### config.mk
export PLATFORM = sky130hd
export DESIGN_NAME = ivector_queue_flat
export DESIGN_NICKNAME = d
export VERILOG_FILES = /design/src/rtl/ivector_queue_if.sv /design/src/rtl/ivector_queue.sv /design/src/flat_wrapper.sv
export SDC_FILE = /design/constraint.sdc
export NUM_CORES = 1
export LEC_CHECK = 0
export ABC_CLOCK_PERIOD_IN_PS = 5670
export BUFFER_PORTS_ARGS = -buffer_cell sky130_fd_sc_hd__buf_2
export CAP_MARGIN = 20
export CORE_MARGIN = 2
export CORE_UTILIZATION = 59
export CTS_CLUSTER_SIZE = 14
export DETAILED_ROUTE_END_ITERATION = 16
export GPL_TIMING_DRIVEN = 0
export HOLD_SLACK_MARGIN = 0.15
export PLACE_DENSITY = 0.95
export REMOVE_ABC_BUFFERS = 1
export SYNTH_ARGS = -nofsm -noshare
export SYNTH_HDL_FRONTEND = slang
export SYNTH_SLANG_ARGS = --single-unit
### constraint.sdc
create_clock -name CLK -period 5.67 [get_ports CLK]
set_input_delay 1.134 -clock CLK [delete_from_list [all_inputs] [get_ports CLK]]
set_output_delay 1.134 -clock CLK [all_outputs]
set_load 0.005 [all_outputs]
### src/rtl/ivector_queue_if.sv
// rtl/ivector_queue_if.sv - say request and heard indication handshake bundle for ivector_queue
interface ivector_queue_if #(
    parameter int METH_W = 6,
    parameter int V_W    = 4
);
    logic              say__ENA;
    logic [METH_W-1:0] say_meth;
    logic [V_W-1:0]    say_v;
    logic              say__RDY;
    logic              ind_heard__ENA;
    logic [METH_W-1:0] ind_heard_meth;
    logic [V_W-1:0]    ind_heard_v;
    logic              ind_heard__RDY;

    modport master (
        output say__ENA, say_meth, say_v, ind_heard__RDY,
        input  say__RDY, ind_heard__ENA, ind_heard_meth, ind_heard_v
    );

    modport slave (
        input  say__ENA, say_meth, say_v, ind_heard__RDY,
        output say__RDY, ind_heard__ENA, ind_heard_meth, ind_heard_v
    );
endinterface

### src/rtl/ivector_queue.sv
// rtl/ivector_queue.sv - DEPTH-entry say/heard echo FIFO with response counter and sticky overflow
module ivector_queue #(
    parameter int METH_W = 6,
    parameter int V_W    = 4,
    parameter int DEPTH  = 4,
    parameter int CNT_W  = 15
) (
    input  logic                     CLK,
    input  logic                     nRST,
    ivector_queue_if.slave           bus,
    input  logic                     rule_enable,
    output logic                     rule_ready,
    output logic [$clog2(DEPTH):0]   occupancy,
    output logic [CNT_W-1:0]         resp_count,
    output logic                     err_overflow
);
    localparam int PTR_W = $clog2(DEPTH);
    localparam int OCC_W = PTR_W + 1;
    localparam logic [OCC_W-1:0] FULL = OCC_W'(DEPTH);

    logic [PTR_W-1:0]      wr_ptr;
    logic [PTR_W-1:0]      rd_ptr;
    logic [METH_W+V_W-1:0] mem [DEPTH];
    logic                  enq;
    logic                  fire;
    logic                  drop;

    // nRST gates the rule so a reset cycle never emits an indication
    always_comb begin
        bus.say__RDY       = (occupancy != FULL);
        rule_ready         = nRST & (occupancy != '0) & bus.ind_heard__RDY;
        fire               = rule_enable & rule_ready;
        enq                = bus.say__ENA & bus.say__RDY;
        drop               = bus.say__ENA & ~bus.say__RDY;
        bus.ind_heard__ENA = fire;
        {bus.ind_heard_meth, bus.ind_heard_v} = mem[rd_ptr];
    end

    always_ff @(posedge CLK) begin
        if (nRST && enq) begin
            mem[wr_ptr] <= {bus.say_meth, bus.say_v};
        end
    end

    // Power-of-two DEPTH lets the pointers wrap by natural overflow
    always_ff @(posedge CLK) begin
        if (!nRST) begin
            wr_ptr       <= '0;
            rd_ptr       <= '0;
            occupancy    <= '0;
            resp_count   <= '0;
            err_overflow <= 1'b0;
        end else begin
            if (enq) begin
                wr_ptr <= wr_ptr + 1'b1;
            end
            if (fire) begin
                rd_ptr     <= rd_ptr + 1'b1;
                resp_count <= resp_count + 1'b1;
            end
            case ({enq, fire})
                2'b10:   occupancy <= occupancy + 1'b1;
                2'b01:   occupancy <= occupancy - 1'b1;
                default: occupancy <= occupancy;
            endcase
            if (drop) begin
                err_overflow <= 1'b1;
            end
        end
    end
endmodule

### src/flat_wrapper.sv
// flat-port wrapper written by rule: the top's interface ports become plain ports
module ivector_queue_flat 
#(
    parameter int METH_W = 6,
    parameter int V_W    = 4,
    parameter int DEPTH  = 4,
    parameter int CNT_W  = 15
)
  (CLK, nRST, rule_enable, rule_ready, occupancy, resp_count, err_overflow, bus_say__ENA, bus_say_meth, bus_say_v, bus_ind_heard__RDY, bus_say__RDY, bus_ind_heard__ENA, bus_ind_heard_meth, bus_ind_heard_v);
  ivector_queue_if #(.METH_W(METH_W), .V_W(V_W)) bus_i ();
  input  logic CLK;
  input  logic nRST;
  input  logic rule_enable;
  output logic rule_ready;
  output logic [$clog2(DEPTH):0] occupancy;
  output logic [CNT_W-1:0] resp_count;
  output logic err_overflow;
  input wire logic [$bits(bus_i.say__ENA)-1:0] bus_say__ENA;
  input wire logic [$bits(bus_i.say_meth)-1:0] bus_say_meth;
  input wire logic [$bits(bus_i.say_v)-1:0] bus_say_v;
  input wire logic [$bits(bus_i.ind_heard__RDY)-1:0] bus_ind_heard__RDY;
  output wire logic [$bits(bus_i.say__RDY)-1:0] bus_say__RDY;
  output wire logic [$bits(bus_i.ind_heard__ENA)-1:0] bus_ind_heard__ENA;
  output wire logic [$bits(bus_i.ind_heard_meth)-1:0] bus_ind_heard_meth;
  output wire logic [$bits(bus_i.ind_heard_v)-1:0] bus_ind_heard_v;
  assign bus_i.say__ENA = bus_say__ENA;
  assign bus_i.say_meth = bus_say_meth;
  assign bus_i.say_v = bus_say_v;
  assign bus_i.ind_heard__RDY = bus_ind_heard__RDY;
  assign bus_say__RDY = bus_i.say__RDY;
  assign bus_ind_heard__ENA = bus_i.ind_heard__ENA;
  assign bus_ind_heard_meth = bus_i.ind_heard_meth;
  assign bus_ind_heard_v = bus_i.ind_heard_v;
  ivector_queue #(.METH_W(METH_W), .V_W(V_W), .DEPTH(DEPTH), .CNT_W(CNT_W)) u_core (.CLK(CLK), .nRST(nRST), .bus(bus_i), .rule_enable(rule_enable), .rule_ready(rule_ready), .occupancy(occupancy), .resp_count(resp_count), .err_overflow(err_overflow));
endmodule
### After elaboration in Yosys (flattened, before gate mapping)

Memory sizes are Yosys's and may differ from the RTL's. A register that Yosys moved wholly into a read port is not among the register bits.
Index checks and enable logic that the tools add are counted.

* add/sub/neg operators: 5
* equal/unequal tests: 3
* muxes and demuxes: 5
* bitwise gates (word level): 6
* reductions and logical operators: 3

Operator list (count)
* adder 15 x 1 -> 15 bit (second input constant): 1
* case mux 3 bit (2 select lines): 1
* AND 1 bit: 5
* adder 2 x 1 -> 2 bit (second input constant): 2
* 2-to-1 mux 2 bit: 2
* adder 3 x 1 -> 3 bit (second input constant): 1
* != test 3 bit (second input constant): 1
* nonzero test 3 bit: 1
* subtractor 3 x 1 -> 3 bit (second input constant): 1
* equality test 2 x 1 -> 1 bit (second input constant): 1
* equality test 2 bit (second input constant): 1
* 2-to-1 mux 1 bit: 2
* nonzero test 2 bit: 1
* logical AND 1 bit: 1
* NOT 1 bit: 1

* register bits after elaboration: 23
* RAM bits: 40
* input bits: 15
* output and inout port bits: 32
* word-level logic and storage cells: 28
* memories: 1

Memory list
* u_core.mem: depth 4, bits a word 10, read ports 1, clocked after Yosys merged registers in 1, write ports 1, RTL line ivector_queue.sv:23 `logic [METH_W+V_W-1:0] mem [DEPTH];`

### Longest topological paths before layout

* word-level depth: 6
* mapped depth: 10
* mapped depth without buffers: 9

### Worst setup path after synthesis

OpenSTA, ideal clock, no wires.

* path type: input -> register
* start point: input rule_enable
* end point: register u_core.occupancy[2]
* setup time: 70 ps
* arrival: 2843 ps
* data required time: 5600 ps
* path slack: 2757 ps
* stages: 9
* path buffers: 1
* path through: and2_1 -> and2_1 -> clkbuf_1 -> ha_1 -> inv_1 -> fa_1 -> xor2_1 -> or3_1 -> a21oi_1

* cells in the longest elaborated chain, start to end: 3
* elaborated cells on any way between the ends: 5
* those cells by class: 2 x eq/ne; 1 x mux; 1 x bitwise; 1 x reduce/logical

Ends and longest elaborated chain
* start, declared: RTL line flat_wrapper.sv:13 `input logic rule_enable;`
* AND 1 bit (*): RTL line ivector_queue.sv:32 `fire = rule_enable & rule_ready;`
* via bus_ind_heard__ENA: RTL line flat_wrapper.sv:23 `output wire logic [$bits(bus_i.ind_heard__ENA)-1:0] bus_ind_heard__ENA;`
* equality test 2 x 1 -> 1 bit or equality test 2 bit (tied branches): RTL line ivector_queue.sv:61 `case ({enq, fire})`
* case mux 3 bit (2 select lines) or nonzero test 2 bit (tied branches)
* end signal, assigned: RTL line ivector_queue.sv:62 `2'b10: occupancy <= occupancy + 1'b1;`
* end signal, assigned: RTL line ivector_queue.sv:63 `2'b01: occupancy <= occupancy - 1'b1;`
* end signal, assigned: RTL line ivector_queue.sv:64 `default: occupancy <= occupancy;`
* end, declared: RTL line ivector_queue.sv:13 `output logic [$clog2(DEPTH):0] occupancy,`

The timed path passes the listed nets; every way through them passes the cells marked *.
A chain may end at the register's enable or synchronous reset.

### Worst setup path in the final report

* start point: input nRST
* end point: output bus_ind_heard__ENA

* cells in the longest elaborated chain, start to end: 3

Ends and longest elaborated chain
* start, declared: RTL line flat_wrapper.sv:12 `input logic nRST;`
* AND 1 bit (2 in series): RTL line ivector_queue.sv:31 `rule_ready = nRST & (occupancy != '0) & bus.ind_heard__RDY;`
* AND 1 bit: RTL line ivector_queue.sv:32
* end, declared: RTL line flat_wrapper.sv:23

Every way passes these cells.

==> impl_table.tex <==
\begin{tabular}{lr}
\hline
Metric & Value \\
\hline
\multicolumn{2}{l}{\textbf{Run status}} \\
\quad Status & finished clean \\
\multicolumn{2}{l}{\textbf{Clocking}} \\
\quad Clock-pin slew on the worst setup and hold paths & approximately 60 ps \\
\quad Quantity of gates resized following cts & 0 \\
\quad Hold buffer count at cts & 0 \\
\quad Root buffer cell & clkbuf\_8 \\
\quad H-tree Lvls & 3 \\
\quad Bufs on Longest Clock Path & 2 \\
\quad Number of buffers created by CTS & 9 \\
\quad Clock tree from TritonCTS & done \\
\quad Number of buffers inserted by post-CTS setup repair & 0 \\
\quad Number of clock sinks & 65 \\
\quad Clock latency of the later-clocked register in the worst-skew pair & 330 ps \\
\multicolumn{2}{l}{\textbf{Global route}} \\
\quad Final global-route overflow total & 0 \\
\quad Vias in the first global route & 1598 \\
\quad Global-route wire length before repair & 7.20 mm \\
\quad Number of antenna violations at the first check in global routing & 0 \\
\quad Total routing usage reported by global routing & 0.191 \\
\quad Maximum number of pins on one net before global-route repair & 21 \\
\multicolumn{2}{l}{\textbf{Setup path}} \\
\quad Type of the setup path with the least slack & in -> out \\
\quad WP data required & between 4000 and 5000 ps \\
\quad Data arrival time of the critical path & 2050 ps \\
\quad Type of element launching the critical path & input port \\
\quad Endpoint kind of the worst setup timing path & primary output \\
\quad Max Fanout on Critical Path & 12 \\
\multicolumn{2}{l}{\textbf{Synth}} \\
\quad Adder and majority gate portion of the synthesized area & 0.0361 \\
\quad Average cell area after synthesis & 14.1 sq um \\
\quad Leading area contributor after synthesis & edfxtp\_1 \\
\quad Number of synthesized flops with an enable pin & 40 \\
\quad Share of synthesized flip-flops with an asynchronous set or reset & 0 \\
\quad Fraction of post-synthesis cell area in the top cell type by area & 0.456 \\
\quad Most used standard cell by instance count after synthesis & edfxtp\_1 \\
\quad Total of flip-flops plus latches after synthesis & 65 \\
\quad Cell types with the highest counts after synthesis & 40 x edfxtp\_1, 25 x dfxtp\_1, 14 x nor2\_1 \\
\quad Synth warnings & 0 \\
\quad Compound-gate portion of the synthesized area & 0.0560 \\
\quad Gate count after technology mapping & 187 \\
\quad Post-synthesis mux area share & 0.0968 \\
\quad Register area share after synthesis & 0.645 \\
\quad Xor-xnor portion of the synthesized cell area & 0.0299 \\
\quad Post-synth design cell area & approximately 0.0026 sq mm \\
\quad Main combinational cell family by area after synthesis & simple AND/OR/NAND/NOR gates \\
\quad Post-Synth Simple-Gate Area & 0.103 \\
\quad Cell types occupying the most area after synthesis & edfxtp\_1 46\%, dfxtp\_1 19\%, mux4\_2 8.5\% \\
\quad Cell variety after synth & 36 \\
\quad Top\_reg\_cell synth & edfxtp\_1 \\
\multicolumn{2}{l}{\textbf{Hold path}} \\
\quad Type of the worst min-delay path & reg -> reg \\
\multicolumn{2}{l}{\textbf{STA}} \\
\quad Final cycle utilization of the critical path & 0.561 \\
\quad Total setup violations reported at the end of the flow & 0 \\
\quad RSZ-0062 raised after global routing & false \\
\quad Final hold violation count & 0 \\
\quad Maximum clock rate & about 310 MHz \\
\quad Sum of negative setup slack & 0 ps \\
\quad Total count of max-transition violations in the final report & 0 \\
\quad Post-route clock skew & 3.60 ps \\
\quad Transition time of the tightest slew-check pin & 645 ps \\
\quad Time the final worst path needs with I/O delays and setup & 3180 ps \\
\quad Max-slew headroom & 0.564 \\
\multicolumn{2}{l}{\textbf{Placed design}} \\
\quad DP HPWL & 3.11 mm \\
\quad Routability congestion estimate from global placement & 0.718 \\
\quad Number of placed cells counting well taps & $\sim$280 \\
\quad \# port buffers & 46 \\
\multicolumn{2}{l}{\textbf{Floorplan}} \\
\quad Horiz. Die Dim & a little over 70 um \\
\quad Ports & 47 \\
\quad Count of standard-cell rows & 24 \\
\quad Area enclosed by the die boundary & 0.00502 sq mm \\
\quad Core region area & 0.00432 sq mm \\
\quad Height of the die & between 70 and 80 um \\
\quad Starting utilization of the core area & 0.610 \\
\multicolumn{2}{l}{\textbf{Routing}} \\
\quad Antenna violation net count after detailed routing & 0 \\
\quad Total wire length after detailed routing & 4.42 mm \\
\quad Drt drc & 0 \\
\quad Violation count after the first detailed-routing iteration & 108 \\
\quad Via-to-Cell Ratio & 5.63 \\
\quad Initial DRT Pass Iterations & 4 \\
\quad Routed WL per cell & between 15 and 20 um \\
\quad Count of vias placed by the detailed router & between 1.5k and 2k \\
\multicolumn{2}{l}{\textbf{Final layout}} \\
\quad Footprint of the multi-input gates & between 800 and 900 sq um \\
\quad Register area & around 0.0017 sq mm \\
\quad Number of antenna cells inserted & 0 \\
\quad Fraction of layout cells with a size suffix above 1 & 0.304 \\
\quad Syn-to-layout area delta & 17.4\% \\
\quad Count of non-filler cells in the finished layout & 292 \\
\quad Layout filler cell count & between 200 and 300 \\
\quad Net total in the final layout & 257 \\
\multicolumn{2}{l}{\textbf{Pwr}} \\
\quad Part of the power in the clock network & 0.409 \\
\quad Switching power share of the total & 0.208 \\
\quad Internal & about 0.8 mW \\
\quad Leakage power of the design & 1.14 nW \\
\quad Logic gate share of total power & 0.062 \\
\quad Peak supply drop & 0.200 mV \\
\quad Sequential share of power & 0.529 \\
\quad Power Dens Cells & 322 mW/mm\^{}2 \\
\quad Power spent charging and discharging nets & approximately 0.21 mW \\
\multicolumn{2}{l}{\textbf{Flow run}} \\
\quad Maximum Capacitance Violations & 0 \\
\hline
\end{tabular}
power by group through the flow:
stage          sequential (mW)  clock (mW)  combinational [mW]
3_3_place_gp             0.537           0              0.0596
2_1_floorplan            0.535           0              0.0369
4_1_cts                  0.528       0.418              0.0629
5_1_grt                  0.529       0.437              0.0695
3_5_place_dp             0.538           0              0.0629
6_report                 0.527       0.408              0.0619
cells in the final DEF (no fill, tap or decap), types with 2 or more instances in the layout:
cell and n:
xor2_1 3, and3_1 4, and2_1 4, dfxtp_1 25, mux2i_1 3, edfxtp_1 40, clkinvlp_4 2, nand4_1 4
inv_1 10, o21ai_0 3, buf_2 46, nor2_1 14, mux4_2 10, bufinv_16 2, clkbuf_8 9, a21oi_1 9
o31ai_1 6, clkinv_1 2, or3_1 2, o211ai_1 2, xnor2_1 6, or4_1 4, nand3_1 4, ha_1 6
nand2_1 8
registers in the layout (all words and copies together), names as in the netlist, named ones only:
name and cells:
u_core.occupancy 3, u_core.err_overflow 1, u_core.wr_ptr 2, u_core.rd_ptr 2
u_core.mem 40, u_core.resp_count 15
cells by family after synthesis:
logic type | after synthesis
adder cells (fa/ha/maj) | 7
multiplexers | 13
buffers and inverters | 19
flip-flops | 65
AO/OA/AOI/OAI | 23
AND/OR/NAND/NOR | 51
XOR/XNOR | 9
path summary, 6_finish.rpt:
path | startpoint | to | slack, ps | depth (start not counted)
max | nRST | bus_ind_heard__ENA | 2490 | 4
min | u_core.resp_count[14] | u_core.resp_count[14] | 460 | 2
max reg2reg | u_core.occupancy[2] | u_core.occupancy[2] | 3110 | 9
min reg2reg | u_core.resp_count[14] | u_core.resp_count[14] | 460 | 2
cell type report:
class                           instances  share of cell area
Clock inverter                          6              0.0267
Sequential cell                        65               0.550
Clock buffer                           10              0.0412
Multi-Input combinational cell        103               0.275
Tap cell                               52              0.0210
Inverter                               10              0.0121
Timing Repair Buffer                   46              0.0744
routing by layer:
| metal | GRT usage | share of wire | up-vias |
|---|---|---|---|
| met5 | 0 | 0 | - |
| met4 | 0.0629 | 0.010 | 0 |
| met3 | 0.0826 | 0.077 | 8 |
| met2 | 0.319 | 0.50 | 54 |
| met1 | 0.224 | 0.42 | 786 |
| li1 | - | - | 795 |
critical path: stages:
cell and delay, ps:
buf_2 220, o31a_2 240, and2_1 290, buf_2 170
metrics by stage:
step                 util  worst slack, ps  area [sq um]  hold slack [ps]  power, mW
floorplan               -             2860          2590              459      0.572
global placement    0.667             2480          2880              451      0.596
detailed placement  0.667             2480          2880              458      0.601
CTS                 0.716             2510          3090              468       1.01
global route        0.716             2430          3090              503       1.04
finish              0.716             2490          3090              465      0.997
Note: power is estimated with default switching activity, not from simulation.
